$ cat src/rtl/cache_requester.sv
// cache_requester: initiator-side adapter between a core load/store unit and
// the put/get port of the single-cycle cache model. A single pending slot
// packs core requests into cache request words; at most one load is in
// flight, stores are fire-and-forget. Returned rows are reported to the core
// together with a tag-hit flag, and saturating load/miss statistics are kept.
module cache_requester #(
  parameter int STAT_WIDTH = 16
) (
  input  logic                  CLK,
  input  logic                  RST_N,
  input  logic                  req_valid,
  output logic                  req_ready,
  input  logic [31:0]           req_addr,
  input  logic [3:0]            req_byte_en,
  input  logic [31:0]           req_data,
  input  logic                  req_msi_valid,
  input  logic [1:0]            req_msi_data,
  output logic                  resp_valid,
  input  logic                  resp_ready,
  output logic [31:0]           resp_data,
  output logic [1:0]            resp_msi,
  output logic                  resp_hit,
  output logic                  put_valid,
  input  logic                  put_ready,
  output logic [69:0]           put_request,
  output logic                  get_valid,
  input  logic                  get_ready,
  input  logic [51:0]           get_response,
  output logic [STAT_WIDTH-1:0] stat_loads,
  output logic [STAT_WIDTH-1:0] stat_misses
);

  typedef enum logic [1:0] {
    IDLE     = 2'd0,
    WAIT_GET = 2'd1,
    RESP     = 2'd2
  } state_t;

  // Saturating increment: holds at all-ones instead of wrapping.
  function automatic logic [STAT_WIDTH-1:0] sat_inc(input logic [STAT_WIDTH-1:0] v);
    if (&v) begin
      return v;
    end else begin
      return v + {{(STAT_WIDTH-1){1'b0}}, 1'b1};
    end
  endfunction

  // Request word layout: {byte_en, tag, index, data, msi_valid, msi_data, ignore_response}.
  // Only the word address is passed in; byte offset bits are not part of the word.
  function automatic logic [69:0] pack_req(
    input logic [29:0] word_addr,
    input logic [3:0]  byte_en,
    input logic [31:0] data,
    input logic        msi_valid,
    input logic [1:0]  msi_data
  );
    return {byte_en, word_addr[29:12], word_addr[11:0], data, msi_valid, msi_data,
            (byte_en != 4'b0000)};
  endfunction

  state_t                  state_r;
  logic                    pend_valid_r;
  logic [69:0]             pend_req_r;
  logic [17:0]             load_tag_r;
  logic [31:0]             resp_data_r;
  logic [1:0]              resp_msi_r;
  logic                    resp_hit_r;
  logic [STAT_WIDTH-1:0]   stat_loads_r;
  logic [STAT_WIDTH-1:0]   stat_misses_r;

  logic                    pend_is_store_s;
  logic                    put_fire_s;
  logic                    req_ready_s;
  logic                    req_fire_s;
  logic                    row_hit_s;
  logic                    addr_lsb_unused_s;

  assign addr_lsb_unused_s = ^req_addr[1:0];

  // Handshake decode: a new request is taken only in IDLE, into an empty slot or
  // into a slot whose store is leaving this very cycle.
  always_comb begin
    pend_is_store_s = pend_req_r[0];
    put_fire_s      = RST_N && pend_valid_r && put_ready;
    if (RST_N && (state_r == IDLE)) begin
      req_ready_s = !pend_valid_r || (put_fire_s && pend_is_store_s);
    end else begin
      req_ready_s = 1'b0;
    end
    req_fire_s = req_valid && req_ready_s;
    row_hit_s  = (get_response[51:34] == load_tag_r) && (get_response[1:0] != 2'b00);
  end

  assign req_ready   = req_ready_s;
  assign put_valid   = RST_N && pend_valid_r;
  assign put_request = pend_req_r;
  assign get_valid   = RST_N && (state_r == WAIT_GET);
  assign resp_valid  = RST_N && (state_r == RESP);
  assign resp_data   = resp_data_r;
  assign resp_msi    = resp_msi_r;
  assign resp_hit    = resp_hit_r;
  assign stat_loads  = stat_loads_r;
  assign stat_misses = stat_misses_r;

  // Pending slot, load/response FSM and statistics; reset drops everything in flight.
  always_ff @(posedge CLK) begin
    if (!RST_N) begin
      state_r       <= IDLE;
      pend_valid_r  <= 1'b0;
      pend_req_r    <= {70{1'b0}};
      load_tag_r    <= 18'h0;
      resp_data_r   <= 32'h0;
      resp_msi_r    <= 2'b00;
      resp_hit_r    <= 1'b0;
      stat_loads_r  <= {STAT_WIDTH{1'b0}};
      stat_misses_r <= {STAT_WIDTH{1'b0}};
    end else begin
      if (req_fire_s) begin
        pend_valid_r <= 1'b1;
        pend_req_r   <= pack_req(req_addr[31:2], req_byte_en, req_data,
                                 req_msi_valid, req_msi_data);
      end else if (put_fire_s) begin
        pend_valid_r <= 1'b0;
      end

      case (state_r)
        IDLE: begin
          if (put_fire_s && !pend_is_store_s) begin
            load_tag_r   <= pend_req_r[65:48];
            stat_loads_r <= sat_inc(stat_loads_r);
            state_r      <= WAIT_GET;
          end
        end
        WAIT_GET: begin
          if (get_ready) begin
            resp_data_r <= get_response[33:2];
            resp_msi_r  <= get_response[1:0];
            resp_hit_r  <= row_hit_s;
            state_r     <= RESP;
          end
        end
        RESP: begin
          if (resp_ready) begin
            if (!resp_hit_r) begin
              stat_misses_r <= sat_inc(stat_misses_r);
            end
            state_r <= IDLE;
          end
        end
        default: begin
          state_r <= IDLE;
        end
      endcase
    end
  end

endmodule
$ cat config.mk
export PLATFORM = sky130hd
export DESIGN_NAME = cache_requester
export DESIGN_NICKNAME = d
export VERILOG_FILES = /design/src/rtl/cache_requester.sv
export SDC_FILE = /design/constraint.sdc
export NUM_CORES = 1
export LEC_CHECK = 0
export ABC_AREA = 1
export BUFFER_PORTS_ARGS = -buffer_cell sky130_fd_sc_hd__buf_2
export CELL_PAD_IN_SITES_DETAIL_PLACEMENT = 1
export CELL_PAD_IN_SITES_GLOBAL_PLACEMENT = 1
export CORE_ASPECT_RATIO = 1.2
export CORE_MARGIN = 8
export CORE_UTILIZATION = 34
export CTS_BUF_LIST = sky130_fd_sc_hd__clkbuf_8
export DETAILED_ROUTE_END_ITERATION = 7
export PLACE_DENSITY = 0.86
export SYNTH_ARGS = -nofsm -noshare
export SYNTH_HDL_FRONTEND = slang
export SYNTH_SLANG_ARGS = --single-unit
$ cat constraint.sdc
create_clock -name CLK -period 1.9 [get_ports CLK]
set_clock_uncertainty 0.15 [all_clocks]
set_input_delay 0.57 -clock CLK [delete_from_list [all_inputs] [get_ports CLK]]
set_output_delay 0.57 -clock CLK [all_outputs]
set_load 0.01 [all_outputs]
# After elaboration in Yosys (flattened, before gate mapping)

Cells that the tools add are included.

Flip-flop bits (word level): 158
Latch bits: 0
RAM bits: 0
ROM bits: 0
Output and inout port bits: 141
Memories: 0

Add/subtract/negate cells: 2
$mul: 0
Divide/modulo/power cells: 0
Order comparisons: 0
Equal/unequal tests: 6
Shift-type cells: 0
Mux-type cells: 7
Bitwise operators: 3
Reductions and logical operators: 23

Operators by type and width:

| cell                                                                     | number |
|---|---|
| 16-bit by 1-bit adder with 16-bit output (second input constant)         | 2 |
| 16-bit AND reduction                                                     | 2 |
| 18-bit equality test                                                     | 1 |
| 1-bit logical AND                                                        | 9 |
| 2-bit two-way mux                                                        | 3 |
| 2-bit case mux with 3 select lines                                       | 1 |
| 3-bit AND reduction                                                      | 2 |
| 2-bit inequality test (second input constant)                            | 2 |
| 2-bit AND reduction                                                      | 2 |
| 4-bit AND reduction                                                      | 1 |
| 2-bit nonzero test                                                       | 2 |
| 4-bit nonzero test                                                       | 1 |
| 1-bit two-way mux                                                        | 3 |
| 1-bit inverter                                                           | 3 |
| 2-bit by 1-bit equality test with 1-bit output (second input constant)   | 1 |
| 2-bit equality test (second input constant)                              | 1 |
| 1-bit zero test                                                          | 2 |
| 2-bit zero test                                                          | 1 |
| 2-bit by 1-bit inequality test with 1-bit output (second input constant) | 1 |
| 1-bit logical OR                                                         | 1 |

# Depth between registers and ports, before layout

Gate-level depths: netlist (run 1).

Depth in word-level cells: 7
Gate-level depth with buffers: 10

# Worst setup path after synthesis (run 1)

OpenSTA, ideal clock, no wires.

Path kind: in2out
Start: input RST_N
End: output get_valid
Data arrival time: 1.181 ns
Setup slack: -0.001 ns
Stages: 4
Path buffers: 2
Path through: buf_6 > inv_2 > clkbuf_1 > nor2_1

Cells in the longest elaborated chain, start to end: 1

RTL lines:

| item              | RTL line | source |
|---|---|---|
| from (decl)       | 10       | `input logic RST_N,` |
| 1-bit logical AND | 97       | `assign get_valid = RST_N && (state_r == WAIT_GET);` |
| to (decl)         | 26       | `output logic get_valid,` |

Every way passes these cells.

# Final worst setup path (run 1)

Start: register state_r[0]
End: output resp_valid

Cells in the longest elaborated chain, start to end: 2

RTL lines:

| item                   | RTL line | source |
|---|---|---|
| from (decl)            | 61       | `state_t state_r;` |
| from (signal assigned) | 108      | `state_r <= IDLE;` |
| from (signal assigned) | 131      | `state_r <= WAIT_GET;` |
| from (signal assigned) | 139      | `state_r <= RESP;` |
| 2-bit equality test    | 98       | `assign resp_valid = RST_N && (state_r == RESP);` |
| 1-bit logical AND      | 98       |  |
| to (decl)              | 18       | `output logic resp_valid,` |

Every way passes these cells.

==> metrics.md, run 1 <==
| Metric | Value |
|---|---|
| Clock Sinks | `~160` |
| Highest metal layer with signal wires | `met5` |
| PnR worst setup slack | `-142 ps` |
| Mapped Cells | `945` |
| Vias in the first global route | `between 7,000 and 8,000` |
| Register area | `roughly 3200 sq um` |
| Hold crit path type | `in2reg` |
| Cts hold-fix bufs | `0` |
| Final setup TNS | `-270 ps` |
| Dominant cells by area after synthesis | `dfxtp_1 48%, nand2_1 18%, a21oi_1 8.6%` |
| Slew HR | `between 60% and 70%` |
| Worst-margin pin slew | `~540 ps` |
| Register area share after synthesis | `between 40% and 50%` |
| CTS max path bufs | `2` |
| Share of the synthesized area in the top cell type | `between 40% and 50%` |
| I/O pin count | `270` |
| Critical path launch point type | `flop` |
| Async SR Flop Fraction | `0%` |
| CTS root buf | `clkbuf_8` |
| Via Count | `around 7,200` |
| Setup crit start | `state_r[0]$_SDFFE_PN0P_` |
| Violated checks | `setup timing` |
| DRT antenna net count | `0` |
| Max-cap violations | `0` |
| Met2 wire len | `12,800 microns` |
| Synth area leader | `dfxtp_1` |
| Crit Path Max Fanout | `3` |
| Critical-path top delay cell | `dfxtp_2` |
| Final worst-path cycle share | `107%` |
| Worst Hold Launch | `get_response[12]` |
| Initial Util | `around a third` |
| First-pass GRT wire length | `between 30,000 and 40,000 microns` |
| M1 WL | `between 9000 and 10,000 microns` |
| Syn nets | `approximately 1,100` |
| Hold slack final | `between 150 and 200 ps` |
| Clk slew on worst S/H paths | `~90 ps` |
| H-Tree Depth | `4` |
| RR Startpoint | `stat_loads[14]$_SDFFE_PN0P_` |
| IO Port Bufs | `267` |
| Status | `finished with violations` |
| Util after Layout | `a little under half` |
| Total routed wirelength | `about 25,000 microns` |
| Area of the multi-input gates | `just under 3000 sq um` |
| Critical-path cell list | `buf_4 -> nor3_2 -> buf_4` |
| Post-synthesis register bit count | `around 160` |
| Number of synthesized flops with an enable pin | `0` |
| Later-pin clock latency in the skew report | `about 440 ps` |
| Average size of a mapped cell | `7.00 sq um` |
| Critical path's most frequent cell | `buf_4` |
| Fraction of layout cells with a size suffix above 1 | `30.3%` |
| Critical Path RT | `1180 ps` |
| Final setup fails | `2` |
| Predominant post-synthesis flop cell | `dfxtp_1` |
| Residual DRC | `0` |
| Routability cong. | `about 0.81` |
| CP Class | `reg2out` |
| P per Cell Area | `756 nW/um^2` |
| Mapped Area | `about 6600 sq um` |
| CTS tree | `done` |
| DRT Pass-1 Iters | `4` |
| Global route total overflow | `0` |
| Leakage | `roughly 4.3 nW` |
| Post-DR wirelength/cell | `16.2 microns` |
| Synth unique cells | `30` |
| Core area | `19,300 sq um` |
| GR Util All Layers | `between 20% and 30%` |
| Die area | `24,200 sq um` |
| Unrepaired setup endpoints after global routing | `true` |
| Total design power | `between 6 and 7 mW` |
| Antenna violations before repair | `3` |
| Final min period | `2040 ps` |
| Total CTS buffers | `17` |
| Maximum number of pins on one net before global-route repair | `57` |
| Rows | `between 50 and 60` |
| Nets@finish | `approximately 1,400` |
| Iteration-0 DRC count of the detailed router | `around 240` |
| Max Freq | `between 400 and 500 MHz` |
| Area Growth Syn to Fin | `35.3%` |
| Critical Path Sink Type | `output pin` |
| Worst VDD drop | `0.370 mV` |
| Met3 wire len | `roughly 1600 microns` |
| Chip width | `~140 microns` |
| DP HPWL | `~19,000 microns` |
| Slew Limit Fails | `0` |
| Die Ht | `~170 microns` |
| Vias per cell | `between 4 and 5` |
| CP arrival | `approximately 1300 ps` |
| Worst path max stage delay | `340 ps` |
| Yosys Warn Count | `0` |
| # fillers | `around 2,600` |
| Fin. Hold Viols | `0` |
[state kept, by name, indices dropped and copies added, names as in the netlist]
signal / flops
put_request: 70
resp_data: 32
load_tag_r: 18
stat_loads: 16
stat_misses: 16
resp_msi: 2
state_r: 2
pend_valid_r: 1
resp_hit: 1
[path summary, 6_finish.rpt]
path	to	cells past startpoint	slack, ps
max	resp_valid	3	-140
min	resp_data[10]$_SDFFE_PN0P_	3	200
max reg2reg	stat_loads[0]$_SDFFE_PN0P_	9	160
min reg2reg	put_request[18]$_SDFFE_PN0P_	2	310
[worst max-delay path, delay by kind of cell (launching register included)]
family        cells  cell delay [ps]
flops             1              340
simple gates      1              230
buf+inv           2              310
[routing by layer]
| layer | vias to the layer above | track usage [%] |
|---|---|---|
| li1 | 3564 | - |
| met1 | 3449 | 21.1 |
| met2 | 167 | 36.5 |
| met3 | 36 | 6.74 |
| met4 | 2 | 7.92 |
| met5 | - | 0 |
[final cells by class]
| type | count | share of cell area (%) |
|---|---|---|
| diodes | 2 | 0.0559 |
| clock buffers | 20 | 3.08 |
| clock inverters | 12 | 1.24 |
| inverters | 69 | 2.95 |
| multi-input cells | 673 | 33.3 |
| flip-flops and latches | 158 | 35.4 |
| well taps | 261 | 3.65 |
| repair buffers | 320 | 20.3 |
[kinds of logic after synthesis]
| kind of cell | share of synthesized area, % |
|---|---|
| AND/OR/NAND/NOR | 28.6 |
| flip-flops | 47.8 |
| AO/OA/AOI/OAI | 13.8 |
| adder cells (fa/ha/maj) | 0.378 |
| buffers and inverters | 7.70 |
| XOR/XNOR | 1.72 |
[layout by cell type, fill, tap and decap left out, types with 3 or more instances in the layout]
master      Yosys  routed
a21oi_1       114     113
buf_2          10     264
o21ai_0        52      52
nand3_1        20      19
o21ai_1        11      11
inv_6           0       3
nand2_2         3       3
inv_1          64      64
xnor2_1         5       5
nor2_2          3       3
dfxtp_1       158     154
xor2_1          8       8
a21oi_2         2       3
dfxtp_2         0       3
inv_2           3       3
buf_4           8      48
nand2_1       313     311
buf_12          0       5
clkbuf_8        0      20
nand4_1         6       6
buf_6           5       3
clkinvlp_4      0       4
nand3_2         2       3
nor2_1        123     122
[power breakdown]
group	switching [mW]	internal, mW
sequential	0.0673	3.43
clock	1.34	1.15
combinational	0.457	0.328
[through the flow]
step / setup slack, ps / std cells / cell area (sq um)
3_5_place_dp: -183 / 1473 / 8430
3_3_place_gp: -142 / 1473 / 8430
6_report: -142 / 1515 / 8950
2_1_floorplan: 4.89 / 945 / 6620
5_1_grt: -228 / 1515 / 8950
4_1_cts: -170 / 1511 / 8900
[cells in the mapped netlist, types with 2 or more instances]
| cell type | number |
|---|---|
| clkbuf_1 | 21 |
| nand3_1 | 20 |
| and2_1 | 2 |
| nand2_1 | 313 |
| buf_6 | 5 |
| a21oi_2 | 2 |
| o21ai_1 | 11 |
| inv_2 | 3 |
| a21oi_1 | 114 |
| o21ai_0 | 52 |
| buf_2 | 10 |
| xnor2_1 | 5 |
| ha_1 | 2 |
| inv_1 | 64 |
| buf_4 | 8 |
| nor2_1 | 123 |
| nand2_2 | 3 |
| nor3_1 | 3 |
| dfxtp_1 | 158 |
| xor2_1 | 8 |
| nor2_2 | 3 |
| nand3_2 | 2 |
| nand4_1 | 6 |
[repair_timing]
| item | CTS | global route |
|---|---|---|
| endpoints found under the setup margin | 3 | 23 |
| setup buffers | 6 | 2 |
| pin swaps | 2 | 2 |
| resized for setup | 16 | 7 |
No activity file was read; power rests on OpenSTA's default activity.
==> run 2: changes to the inputs <==
- BUFFER_PORTS_ARGS: -buffer_cell sky130_fd_sc_hd__buf_2 -> not set
- CORE_UTILIZATION: 34 -> 45
- DONT_BUFFER_PORTS: not set -> 1
- SETUP_SLACK_MARGIN: not set -> 0.1
==> run 2 against run 1 <==
The flow still finishes with violations (setup timing). Via count fell by 13%. Global-route usage grew 2.2 points. Non-clock buffer count is 258 lower. Hold slack lost 100 ps. Sequential share of layout area is 6.1 points higher. Die area decreased by 22%. Core utilization is 6.8 points higher. Critical path depth up 1. Register-to-register slack got worse by 70 ps. Maximum frequency grew 3.1%.
==> metrics.md, run 2 (synthesis results as in run 1) <==
| Metric | Value |
|---|---|
| Status | `finished with violations` |
| Violated checks | `setup timing` |
| Leakage | `between 3 and 4 nW` |
| Met3 wire len | `~2300 microns` |
| First-pass GRT wire length | `33,500 microns` |
| Critical path launch point type | `flop` |
| Highest metal layer with signal wires | `met4` |
| R2r worst-path depth | `11` |
| Critical-path top delay cell | `dfxtp_2` |
| Final setup TNS | `-107 ps` |
| M1 WL | `~8100 microns` |
| Slew Limit Fails | `0` |
| Setup slack, reg-to-reg | `90 ps` |
| DRT antenna net count | `0` |
| Sequential share of power | `55.8%` |
| Clk slew on worst S/H paths | `roughly 90 ps` |
| Logic pwr share | `under 10%` |
| Vias per cell | `roughly 5.4` |
| Crit Path Max Fanout | `4` |
| Later-pin clock latency in the skew report | `between 400 and 500 ps` |
| # fillers | `~1,900` |
| Cts hold-fix bufs | `0` |
| Final min period | `approximately 2000 ps` |
| Antenna violations before repair | `0` |
| Area Growth Syn to Fin | `15.8%` |
| Fin. Hold Viols | `0` |
| Switching portion of total power | `between 20% and 30%` |
| CTS max path bufs | `2` |
| Initial Util | `between 40 and 50%` |
| Worst VDD drop | `0.500 mV` |
| PnR worst setup slack | `-80.9 ps` |
| CTS root buf | `clkbuf_8` |
| Clock power frac | `36.8%` |
| DP HPWL | `16,300 microns` |
| Total CTS buffers | `17` |
| Register area | `roughly 3200 sq um` |
| Worst path max stage delay | `340 ps` |
| RR Startpoint | `state_r[1]$_SDFFE_PN0P_` |
| IO Port Bufs | `0` |
| Clock Sinks | `around 160` |
| Via Count | `6,284` |
| CTS tree | `done` |
| Critical Path RT | `around 1200 ps` |
| Core area | `14,400 sq um` |
| Fraction of layout cells with a size suffix above 1 | `about an eighth` |
| Hold worst-path end | `put_request[58]$_SDFFE_PN0P_` |
| Unrepaired setup endpoints after global routing | `true` |
| Total routed wirelength | `22,200 microns` |
| Critical-path cell list | `inv_4 -> nand3_4 -> a21oi_2 -> and2_4` |
| Commonest non-fill, non-tap cell in the layout | `nand2_1` |
| Iteration-0 DRC count of the detailed router | `about 280` |
| Largest register FFs | `70` |
| Rows | `48` |
| Worst-margin pin slew | `between 500 and 600 ps` |
| H-Tree Depth | `4` |
| Hold crit path type | `in2reg` |
| Die Ht | `149 microns` |
| Maximum number of pins on one net before global-route repair | `64` |
| Total design power | `6.41 mW` |
| Final setup fails | `3` |
| Hold Crit Depth | `2` |
| P_sw | `1.68 mW` |
| Hold slack final | `roughly 100 ps` |
| Die area | `approximately 19,000 sq um` |
| CP arrival | `~1300 ps` |
| Commonest non-fill, non-tap cells in the layout | `310 x nand2_1, 150 x dfxtp_1, 119 x nor2_1, 113 x a21oi_1, 63 x inv_1` |
| DRT Pass-1 Iters | `4` |
| GR Util All Layers | `22.5%` |
| Max Freq | `roughly 500 MHz` |
| Cell Int Power | `4.73 mW` |
| Vias in the first global route | `around 6,400` |
| I/O pin count | `270` |
| Routability cong. | `0.791` |
| Global route total overflow | `0` |
| P per Cell Area | `approximately 840 nW/um^2` |
| Met2 wire len | `~11,000 microns` |
| CP Class | `reg2out` |
| N_diodes | `0` |
| Area of the multi-input gates | `~3000 sq um` |
| Max-cap violations | `0` |
| Residual DRC | `0` |
| Worst r2r dst | `put_request[41]$_SDFFE_PN0P_` |
| Nets@finish | `around 1,100` |
| Worst Hold Launch | `req_addr[24]` |
| Slew HR | `about 62%` |
| Post-DR wirelength/cell | `between 15 and 20 microns` |
| Final worst-path cycle share | `104%` |
| Critical Path Sink Type | `output pin` |
| Chip width | `approximately 130 microns` |
run 2: changes by cell type in the layout (fill, tap and decap cells not counted), moves of 3 or more:
cell and change:
buf_4 +4, nor2_1 -3, nor2_2 +3, dfxtp_1 -4, buf_2 -264
run 2: timing repair:
item,in CTS,in global routing
setup endpoints to repair,18,44
resized for setup,16,24
setup buffers,2,5
gates cloned,0,1
pin swaps,1,6
run 2: layout make-up:
cell class	count	share of cell area [%]
Tap cell	175	2.86
Multi-Input combinational cell	673	39.8
Timing Repair Buffer	62	7.43
Clock buffer	20	3.59
Sequential cell	158	41.5
Inverter	69	3.59
Clock inverter	10	1.19
run 2: worst max path at each step:
stage	start	to	cells after the start
final	state_r[1]$_SDFFE_PN0P_	req_ready	4
after global routing	state_r[1]$_SDFFE_PN0P_	req_ready	4
after CTS	state_r[1]$_SDFFE_PN0P_	req_ready	4
after detailed placement	RST_N	put_request[23]$_SDFFE_PN0P_	7
after global placement	RST_N	put_request[45]$_SDFFE_PN0P_	7
after floorplan	RST_N	load_tag_r[10]$_SDFFE_PN0P_	10
run 2: power by group through the flow:
stage / clock, mW / sequential (mW) / combinational, mW
floorplan: 0 / 3.61 / 0.343
global placement: 0 / 3.65 / 0.414
detailed placement: 0 / 3.66 / 0.434
CTS: 2.43 / 3.58 / 0.445
global route: 2.54 / 3.59 / 0.528
finish: 2.36 / 3.58 / 0.470
run 2: critical path: cells and delay by family, from the launching register on:
kind | cells | cell delay, ps
flip-flops | 1 | 340
AND/OR/NAND/NOR | 2 | 260
AO/OA/AOI/OAI | 1 | 130
buffers and inverters | 1 | 80
run 2: metrics by stage:
step           area (sq um)  utilization, %  setup WS (ps)  cells
2_1_floorplan          6650               -           53.6    945
3_3_place_gp           7090            49.2            100   1129
3_5_place_dp           7090            49.2           16.0   1129
4_1_cts                7510            52.1           -116   1161
5_1_grt                7660            53.1           -146   1167
6_report               7660            53.1          -80.9   1167
run 2: layer usage:
layer | GRT usage (%) | vias to the layer above
li1 | - | 3045
met4 | 8.82 | 0
met1 | 21.9 | 2995
met5 | 0 | -
met2 | 40.0 | 208
met3 | 11.1 | 36
==> run 3: changes to the inputs <==
--- a/constraint.sdc
+++ b/constraint.sdc
@@ -3,3 +3,3 @@
 set_input_delay 0.57 -clock CLK [delete_from_list [all_inputs] [get_ports CLK]]
 set_output_delay 0.57 -clock CLK [all_outputs]
-set_load 0.01 [all_outputs]
+set_load 0.05 [all_outputs]
==> run 3 against run 2 <==
The run still ends with setup timing left. Hold slack got worse by 0.80 ps. Combinational power rose by 22%. Via count rose by 3.2%. Clock-buffer cell count fell by 3. Sequential cell count did not move. Critical path type unchanged.
==> metrics.md, run 3 (synthesis results as in run 1) <==
| Metric | Value |
|---|---|
| Unrepaired setup endpoints after global routing | `true` |
| DRT antenna net count | `0` |
| Clock Sinks | `between 150 and 200` |
| Hold slack final | `between 90 and 100 ps` |
| Final worst-path cycle share | `108%` |
| Maximum number of pins on one net before global-route repair | `71` |
| IO Port Bufs | `0` |
| Final instance area | `a little over 8000 sq um` |
| Max Freq | `between 400 and 500 MHz` |
| Logic pwr share | `under 10%` |
| Hold Crit Depth | `2` |
| Nets@finish | `~1,100` |
| Vias in the first global route | `about 6,400` |
| Slew Limit Fails | `0` |
| R2r worst-path depth | `11` |
| Worst path max stage delay | `about 360 ps` |
| Max-cap violations | `0` |
| Residual DRC | `0` |
| Crit Path Max Fanout | `3` |
| Clk slew on worst S/H paths | `roughly 90 ps` |
| N_diodes | `0` |
| Util after Layout | `a little under three fifths` |
| # fillers | `around 1,800` |
| CTS max path bufs | `2` |
| Worst r2r dst | `stat_loads[12]$_SDFFE_PN0P_` |
| Worst Hold Launch | `req_data[0]` |
| Post-DR wirelength/cell | `between 15 and 20 microns` |
| CP Class | `reg2out` |
| Non-Filler Instances | `1,188` |
| Fraction of layout cells with a size suffix above 1 | `28.0%` |
| Setup slack, reg-to-reg | `around 80 ps` |
| Vias per cell | `~5.5` |
| Iteration-0 DRC count of the detailed router | `between 300 and 400` |
| Sequential share of power | `56.1%` |
| I/O pin count | `between 200 and 300` |
| Final setup TNS | `-309 ps` |
| Initial Util | `45.9%` |
| PnR worst setup slack | `-146 ps` |
| Cts hold-fix bufs | `0` |
| CP arrival | `between 1000 and 1500 ps` |
| RR Startpoint | `state_r[0]$_SDFFE_PN0P_` |
| P per Cell Area | `about 840 nW/um^2` |
| Antenna violations before repair | `0` |
| Slew HR | `approximately 52%` |
| Core area | `14,400 sq um` |
| Leakage | `roughly 3.3 nW` |
| DP HPWL | `16,100 microns` |
| Total CTS buffers | `17` |
| Critical path launch point type | `flop` |
| Total routed wirelength | `approximately 23,000 microns` |
| Largest register FFs | `70` |
| DRT Pass-1 Iters | `4` |
| Area Growth Syn to Fin | `23.9%` |
| P_sw | `between 2 and 2.5 mW` |
| CTS tree | `done` |
| Via Count | `between 6,000 and 7,000` |
| Hold crit path type | `in2reg` |
| Global route total overflow | `0` |
| Worst VDD drop | `about 0.55 mV` |
| Routability cong. | `0.819` |
| Die Ht | `~150 microns` |
| Critical-path cell list | `inv_2 -> nand3_2 -> a21oi_2 -> and2_4` |
| First-pass GRT wire length | `~34,000 microns` |
| Post-Place Setup Slack | `-46.5 ps` |
| Clock power frac | `35.6%` |
| Commonest non-fill, non-tap cell in the layout | `nand2_1` |
| CTS root buf | `clkbuf_8` |
| Hold worst-path end | `put_request[4]$_SDFFE_PN0P_` |
| Dpl cells | `about 1,100` |
| Later-pin clock latency in the skew report | `around 450 ps` |
| Commonest non-fill, non-tap cells in the layout | `310 x nand2_1, 126 x dfxtp_2, 121 x nor2_1, 104 x a21oi_1, 65 x inv_1` |
| Cell Int Power | `roughly 4.8 mW` |
| Critical Path RT | `roughly 1200 ps` |
| Total design power | `between 6 and 7 mW` |
| Final setup fails | `4` |
| Status | `finished with violations` |
| Rows | `48` |
| Chip width | `approximately 130 microns` |
| Critical Path Sink Type | `output pin` |
| Critical-path top delay cell | `dfxtp_4` |
| Switching portion of total power | `roughly 30%` |
| H-Tree Depth | `4` |
| Post-DP Area | `roughly 7300 sq um` |
| GR Util All Layers | `22.6%` |
| Worst-margin pin slew | `719 ps` |
| Die area | `~19,000 sq um` |
| Fin. Hold Viols | `0` |
| Violated checks | `setup timing` |
| Final min period | `just over 2000 ps` |
## run 3: worst max path at each step
stage | start | endpoint | slack [ps] | cells after the start
2_1_floorplan | RST_N | req_ready | -20 | 6
3_5_place_dp | stat_misses[1]$_SDFFE_PN0P_ | stat_misses[4]$_SDFFE_PN0P_ | -50 | 8
4_1_cts | state_r[1]$_SDFFE_PN0P_ | req_ready | -180 | 4
3_3_place_gp | stat_misses[1]$_SDFFE_PN0P_ | stat_misses[4]$_SDFFE_PN0P_ | -0.08 | 8
5_1_grt | put_request[0]$_SDFFE_PN0P_ | req_ready | -210 | 3
6_report | state_r[0]$_SDFFE_PN0P_ | req_ready | -150 | 4
## run 3: power by group through the flow
stage / registers (mW) / clock network [mW] / logic [mW]
final: 3.88 / 2.46 / 0.573
after global routing: 3.89 / 2.67 / 0.628
after detailed placement: 3.94 / 0 / 0.481
after CTS: 3.88 / 2.51 / 0.509
after global placement: 3.93 / 0 / 0.463
after floorplan: 3.92 / 0 / 0.374
## run 3: metal layers
metal	global-route usage (%)	routed length, microns	vias to the layer above
li1	-	-	3090
met1	22.7	8450	3117
met2	40.6	12100	227
met3	9.62	2150	52
met4	8.88	811	0
met5	0	0	-
## run 3: timing repair
action                                  4_1_cts  5_1_grt
buffers inserted                              8        5
gates resized for setup                     127       21
endpoints found under the setup margin      131       57
pin swaps                                     6        6
gates cloned                                  0        6
## run 3: cell type report
type	instances	area (sq um)	share of cell area, %
clock buffers	17	234	2.86
repair buffers	81	862	10.5
inverters	69	280	3.42
well taps	175	219	2.67
clock inverters	15	148	1.80
multi-input cells	673	3110	38.0
flip-flops and latches	158	3340	40.8
## run 3: critical path, delay by kind of cell, from the launching register on
family	cells	cell delay, ps
AO/OA/AOI/OAI	1	130
AND/OR/NAND/NOR	2	340
flip-flops	1	360
buffers and inverters	1	60
